[config.mk]
export PLATFORM = sky130hd
export DESIGN_NAME = bsg_mul_iterative_multimode_flat
export DESIGN_NICKNAME = d
export VERILOG_FILES = /design/src/rtl/bsg_mul_iterative_multimode_if.sv /design/src/rtl/bsg_mul_iterative_multimode.sv /design/src/flat_wrapper.sv
export SDC_FILE = /design/constraint.sdc
export NUM_CORES = 2
export LEC_CHECK = 0
export ABC_AREA = 1
export BUFFER_PORTS_ARGS = -buffer_cell sky130_fd_sc_hd__buf_2
export CORE_UTILIZATION = 45
export CTS_CLUSTER_DIAMETER = 60
export DETAILED_ROUTE_END_ITERATION = 6
export GPL_TIMING_DRIVEN = 1
export SYNTH_ARGS = -nofsm -noshare
export SYNTH_HDL_FRONTEND = slang
export SYNTH_SLANG_ARGS = --single-unit
[constraint.sdc]
create_clock -name clk_i -period 6.9 [get_ports clk_i]
set_input_delay 1.035 -clock clk_i [delete_from_list [all_inputs] [get_ports clk_i]]
set_output_delay 1.035 -clock clk_i [all_outputs]
set_load 0.05 [all_outputs]
[src/rtl/bsg_mul_iterative_multimode_if.sv]
// Handshake and operand bundle for the iterative multimode multiplier.
// The master drives operands and consumes results; the slave is the multiplier.
interface bsg_mul_iterative_multimode_if #(parameter int width_p = 32);
  logic                   ready_o;
  logic                   v_i;
  logic [width_p-1:0]     opA_i;
  logic [width_p-1:0]     opB_i;
  logic                   opA_signed_i;
  logic                   opB_signed_i;
  logic [2*width_p-1:0]   result_o;
  logic                   v_o;
  logic                   yumi_i;

  modport master (
    input  ready_o, result_o, v_o,
    output v_i, opA_i, opB_i, opA_signed_i, opB_signed_i, yumi_i
  );

  modport slave (
    output ready_o, result_o, v_o,
    input  v_i, opA_i, opB_i, opA_signed_i, opB_signed_i, yumi_i
  );
endinterface

[src/rtl/bsg_mul_iterative_multimode.sv]
// Iterative multiplier: stride_p multiplier bits per cycle, any signedness mix,
// optional early exit once the remaining multiplier bits are pure sign fill.
module bsg_mul_iterative_multimode #(
  parameter int width_p     = 32,
  parameter int stride_p    = 8,
  parameter int early_out_p = 0
) (
  input logic                            clk_i,
  input logic                            reset_i,
  bsg_mul_iterative_multimode_if.slave   mul_if
);

  localparam int iter_lp      = width_p / stride_p;
  localparam int ctr_width_lp = (iter_lp > 1) ? $clog2(iter_lp) : 1;
  localparam bit early_lp     = (early_out_p != 0);

  typedef enum logic [1:0] {eIdle, eCal, eCPA, eDone} state_e;

  state_e                  state_r, state_n;
  logic [2*width_p-1:0]    a_shift_r;
  logic [width_p-1:0]      b_r;
  logic                    b_fill_r;
  logic [2*width_p-1:0]    acc_r;
  logic [ctr_width_lp-1:0] cnt_r;
  logic [2*width_p-1:0]    result_r;

  logic [stride_p-1:0]     digit;
  logic [2*width_p-1:0]    partial;
  logic [width_p-1:0]      fill_mask;
  logic [width_p-1:0]      b_next;
  logic                    rest_fill;
  logic                    last_iter;
  logic                    cal_done;
  logic [2*width_p-1:0]    correction;

  // Every chunk is an unsigned digit; a negative signed multiplier is the
  // unsigned value minus 2^k, so eCPA subtracts the multiplicand shifted to
  // the first unconsumed bit whenever the remaining bits are all ones.
  always_comb begin
    digit      = b_r[stride_p-1:0];
    partial    = a_shift_r * {{(2*width_p-stride_p){1'b0}}, digit};
    fill_mask  = b_fill_r ? ~({width_p{1'b1}} >> stride_p) : '0;
    b_next     = (b_r >> stride_p) | fill_mask;
    rest_fill  = (b_next == {width_p{b_fill_r}});
    last_iter  = (cnt_r == ctr_width_lp'(iter_lp - 1));
    cal_done   = last_iter | (early_lp & rest_fill);
    correction = b_fill_r ? a_shift_r : '0;
  end

  always_ff @(posedge clk_i or posedge reset_i) begin
    if (reset_i) begin
      state_r <= eIdle;
    end else begin
      state_r <= state_n;
    end
  end

  always_comb begin
    state_n = state_r;
    unique case (state_r)
      eIdle:   if (mul_if.v_i)    state_n = eCal;
      eCal:    if (cal_done)      state_n = eCPA;
      eCPA:                       state_n = eDone;
      eDone:   if (mul_if.yumi_i) state_n = eIdle;
      default:                    state_n = eIdle;
    endcase
  end

  always_comb begin
    mul_if.ready_o  = (state_r == eIdle);
    mul_if.v_o      = (state_r == eDone);
    mul_if.result_o = result_r;
  end

  always_ff @(posedge clk_i or posedge reset_i) begin
    if (reset_i) begin
      a_shift_r <= '0;
      b_r       <= '0;
      b_fill_r  <= 1'b0;
      acc_r     <= '0;
      cnt_r     <= '0;
      result_r  <= '0;
    end else begin
      unique case (state_r)
        eIdle: begin
          if (mul_if.v_i) begin
            a_shift_r <= {{width_p{mul_if.opA_signed_i & mul_if.opA_i[width_p-1]}}, mul_if.opA_i};
            b_r       <= mul_if.opB_i;
            b_fill_r  <= mul_if.opB_signed_i & mul_if.opB_i[width_p-1];
            acc_r     <= '0;
            cnt_r     <= '0;
          end
        end
        eCal: begin
          acc_r     <= acc_r + partial;
          a_shift_r <= a_shift_r << stride_p;
          b_r       <= b_next;
          cnt_r     <= cnt_r + ctr_width_lp'(1);
        end
        eCPA: begin
          result_r <= acc_r - correction;
        end
        default: begin
        end
      endcase
    end
  end

endmodule
[src/flat_wrapper.sv]
// flat-port wrapper written by rule: the top's interface ports become plain ports
module bsg_mul_iterative_multimode_flat 
#(
  parameter int width_p     = 32,
  parameter int stride_p    = 8,
  parameter int early_out_p = 0
)
  (clk_i, reset_i, mul_if_ready_o, mul_if_result_o, mul_if_v_o, mul_if_v_i, mul_if_opA_i, mul_if_opB_i, mul_if_opA_signed_i, mul_if_opB_signed_i, mul_if_yumi_i);
  bsg_mul_iterative_multimode_if #(.width_p(width_p)) mul_if_i ();
  input logic clk_i;
  input logic reset_i;
  output wire logic [$bits(mul_if_i.ready_o)-1:0] mul_if_ready_o;
  output wire logic [$bits(mul_if_i.result_o)-1:0] mul_if_result_o;
  output wire logic [$bits(mul_if_i.v_o)-1:0] mul_if_v_o;
  input wire logic [$bits(mul_if_i.v_i)-1:0] mul_if_v_i;
  input wire logic [$bits(mul_if_i.opA_i)-1:0] mul_if_opA_i;
  input wire logic [$bits(mul_if_i.opB_i)-1:0] mul_if_opB_i;
  input wire logic [$bits(mul_if_i.opA_signed_i)-1:0] mul_if_opA_signed_i;
  input wire logic [$bits(mul_if_i.opB_signed_i)-1:0] mul_if_opB_signed_i;
  input wire logic [$bits(mul_if_i.yumi_i)-1:0] mul_if_yumi_i;
  assign mul_if_ready_o = mul_if_i.ready_o;
  assign mul_if_result_o = mul_if_i.result_o;
  assign mul_if_v_o = mul_if_i.v_o;
  assign mul_if_i.v_i = mul_if_v_i;
  assign mul_if_i.opA_i = mul_if_opA_i;
  assign mul_if_i.opB_i = mul_if_opB_i;
  assign mul_if_i.opA_signed_i = mul_if_opA_signed_i;
  assign mul_if_i.opB_signed_i = mul_if_opB_signed_i;
  assign mul_if_i.yumi_i = mul_if_yumi_i;
  bsg_mul_iterative_multimode #(.width_p(width_p), .stride_p(stride_p), .early_out_p(early_out_p)) u_core (.clk_i(clk_i), .reset_i(reset_i), .mul_if(mul_if_i));
endmodule
==> results.py <==
metrics = {
    "status": {
        "status": "finished with violations",
        "violations": "DRC",
    },
    "placed_design": {
        "dp.cells": 6019,
        "io_buffers": 135,
        "place_area_um2": 34800,
        "gp_congestion": 1.03,
        "post-dp-hpwl_mm": 93.7,
    },
    "floorplan": {
        "die_area_um2": 75400,
        "die_w_um": 275,
        "die_h_um": 275,
        "io_pins": 136,
        "start_util": 0.457,
        "rows": 99,
        "design.core.area_um2": 73200,
    },
    "synth": {
        "synth_seq_area_share": 0.171,
        "synth_top_cell_by_area": "fa_1",
        "yosysUniqueCellTypes": 43,
        "yosys.area.top_type_share": 0.246,
        "syn_area_per_cell_um2": 6.57,
        "yosysMostFrequentCell": "nand2_1",
        "netlist_top_cells_count": "nand2_1 (1,694), inv_1 (1,259), fa_1 (411)",
        "async_flop_share": 1.00,
        "synth_edf_count": 0,
        "syn_area_um2": 33400,
        "ys_ff_latch": 229,
        "netlist_instances": 5090,
        "ys_top_cells_by_area": "fa_1 (25%), nand2_1 (19%), dfrtp_1 (17%)",
        "synthFlopType": "dfrtp_1",
        "yosysWarnings": 0,
        "syn_nets": 5712,
    },
    "final_layout": {
        "area_growth_pct": 8.22,
        "final_nets": 5723,
        "fillers": 7637,
        "drive_gt1_frac": 0.0557,
        "stdcell_area_um2": 36200,
        "final_cells": 6091,
    },
    "worst_setup_path": {
        "cp_max_fo": 36,
        "crit_type": "reg2reg",
        "cp_slowest_cell": "dfrtp_2",
        "cp.arrival_ns": 6.20,
        "critPathMaxStageDelay_ns": 0.90,
        "end_kind": "register",
        "critPathLaunchType": "register",
        "required_ns": 7.34,
        "path_cells": "buf_4 > nand2_1 > fa_1 > inv_1 > fa_1 > fa_1 > inv_1 > fa_1 > inv_1 > ha_1 > a21oi_1 > o21ai_0 > nand2_1 > nand2_1 > inv_1 > nand3_1 > or2_2 > nand3_1 > o21ai_0",
    },
    "grt": {
        "grtUsageTotal": 0.311,
        "grt_antenna_before_repair": 1,
        "grt_max_degree": 191,
        "grt_overflow": 0,
        "grt_pass1_wl_mm": 179,
        "grt_pass1_vias": 30700,
    },
    "clock_network": {
        "root_buffer": "clkbuf_16",
        "cts_tree": "done",
        "cts_buffer_depth": 3,
        "cts-resized-gates": 0,
        "post-cts-setup-buffers": 0,
        "numCtsBuffers": 39,
        "cts.sinks": 229,
        "clk_pin_slew_worst_paths_ns": 0.06,
        "clk_latency_ns": 0.59,
        "h-tree-depth": 2,
        "hold_buffers": 0,
    },
    "detailed_routing": {
        "totalWireLength_mm": 114,
        "drc": 19,
        "vias": 30900,
        "drtPass1Iterations": 7,
        "drtAntennaViolNets": 0,
        "viasPerCell": 5.07,
        "drt_iter0_markers": 2374,
        "wire_per_inst_um": 18.8,
    },
    "timing": {
        "finalClockSkew_ns": 0.0205,
        "slew_violations": 0,
        "setup_tns_ns": 0,
        "setup_viol": 0,
        "fin_crit_sh": 0.834,
        "min_period_ns": 5.76,
        "rsz0062_at_grt": "no",
        "worstMarginPinSlew_ns": 1.20,
        "timing.fmax_ghz": 0.174,
        "hold_viol": 0,
        "slew-limit-headroom": 0.199,
    },
    "job": {
        "maxCapViolations": 0,
    },
    "worst_hold_path": {
        "min_path_type": "in2async",
    },
}
layout make-up:
type | instances | area, um2 | share of cell area
multi-input combinational | 3399 | 22200 | 0.614
sequential | 229 | 5740 | 0.159
inverter | 1274 | 4790 | 0.132
tap | 959 | 1200 | 0.0332
clock buffer | 47 | 1060 | 0.0292
timing repair buffer | 158 | 873 | 0.0241
clock inverter | 24 | 322 | 0.00888
antenna | 1 | 2.50 | 0.0000691
stage by stage:
stage               worst slack (ns)  hold slack [ns]  utilization
floorplan                       2.36            0.449            -
global placement                1.23            0.459        0.476
detailed placement              1.20            0.461        0.476
CTS                             1.17            0.406        0.494
global route                   0.868            0.444        0.494
finish                          1.14            0.423        0.494
state kept, by name, summed over array words and instances, names as in the netlist:
| name | flops |
|---|---|
| u_core.b_fill_r | 1 |
| u_core.state_r | 2 |
| u_core.a_shift_r | 64 |
| u_core.b_r | 32 |
| u_core.mul_if.result_o | 64 |
| u_core.cnt_r | 2 |
| u_core.acc_r | 64 |
final timing paths:
kind                                            start                         end  slack (ns)  cells after the start
max in group asynchronous                     reset_i        u_core.a_shift_r[42]        5.00                      4
min in group clk_i         u_core.mul_if.result_o[39]  u_core.mul_if.result_o[39]        0.47                      2
max reg2reg                             u_core.b_r[0]            u_core.acc_r[24]        1.14                     19
min                                           reset_i             u_core.acc_r[0]        0.42                      2
max                                     u_core.b_r[0]            u_core.acc_r[24]        1.14                     19
min reg2reg                u_core.mul_if.result_o[39]  u_core.mul_if.result_o[39]        0.47                      2
worst max-delay path, delay by kind of cell, from the launching register on:
| kind | cells | cell delay (ns) |
|---|---|---|
| AOI/OAI and AO/OA | 3 | 0.61 |
| buffers and inverters | 5 | 0.65 |
| and+or+nand+nor | 6 | 1.05 |
| adders and majority gates | 5 | 2.37 |
| DFF | 1 | 0.90 |
cell families (layout without fill, tap and decap cells):
group	after synthesis	in the layout	share of synthesized area
other	0	1	0
adder cells (fa/ha/maj)	552	552	0.299
AND/OR/NAND/NOR	2356	2356	0.282
buffers and inverters	1462	1503	0.165
AO/OA/AOI/OAI	460	460	0.0752
flip-flops	229	229	0.171
XOR/XNOR	31	31	0.00812
cell usage in the layout, fill, tap and decap left out, types with 4 or more instances in the layout:
master,instances
a31oi_1,57
nor4_1,11
bufinv_16,5
nor3_1,16
a21boi_0,5
o21ai_1,24
nand3_1,203
nor2_2,6
xor2_1,6
o21ai_0,112
nor2_1,341
clkbuf_16,39
and2_1,5
clkbuf_8,5
dfrtp_2,9
inv_2,13
a21oi_2,4
buf_4,21
fa_1,411
nand3_2,4
inv_1,1257
nand3b_1,11
a21oi_1,212
xnor2_1,25
nand2_2,8
o22ai_1,13
or2_2,4
dfrtp_1,220
o21bai_1,25
ha_1,140
nor3_2,5
buf_2,135
clkinv_2,5
or2_1,4
clkinvlp_4,7
nand2_1,1694
nand4_1,41
per-layer routing:
layer | vias up | track usage | wire length, um
met5 | - | 0 | 0
met1 | 14900 | 0.443 | 52400
li1 | 15000 | - | -
met4 | 0 | 0.0715 | 2550
met3 | 120 | 0.0478 | 7840
met2 | 902 | 0.496 | 51400
Power is left out: the tool's default activity adds up to more than one toggle a clock period on the data nets, which glitch-free logic cannot reach.
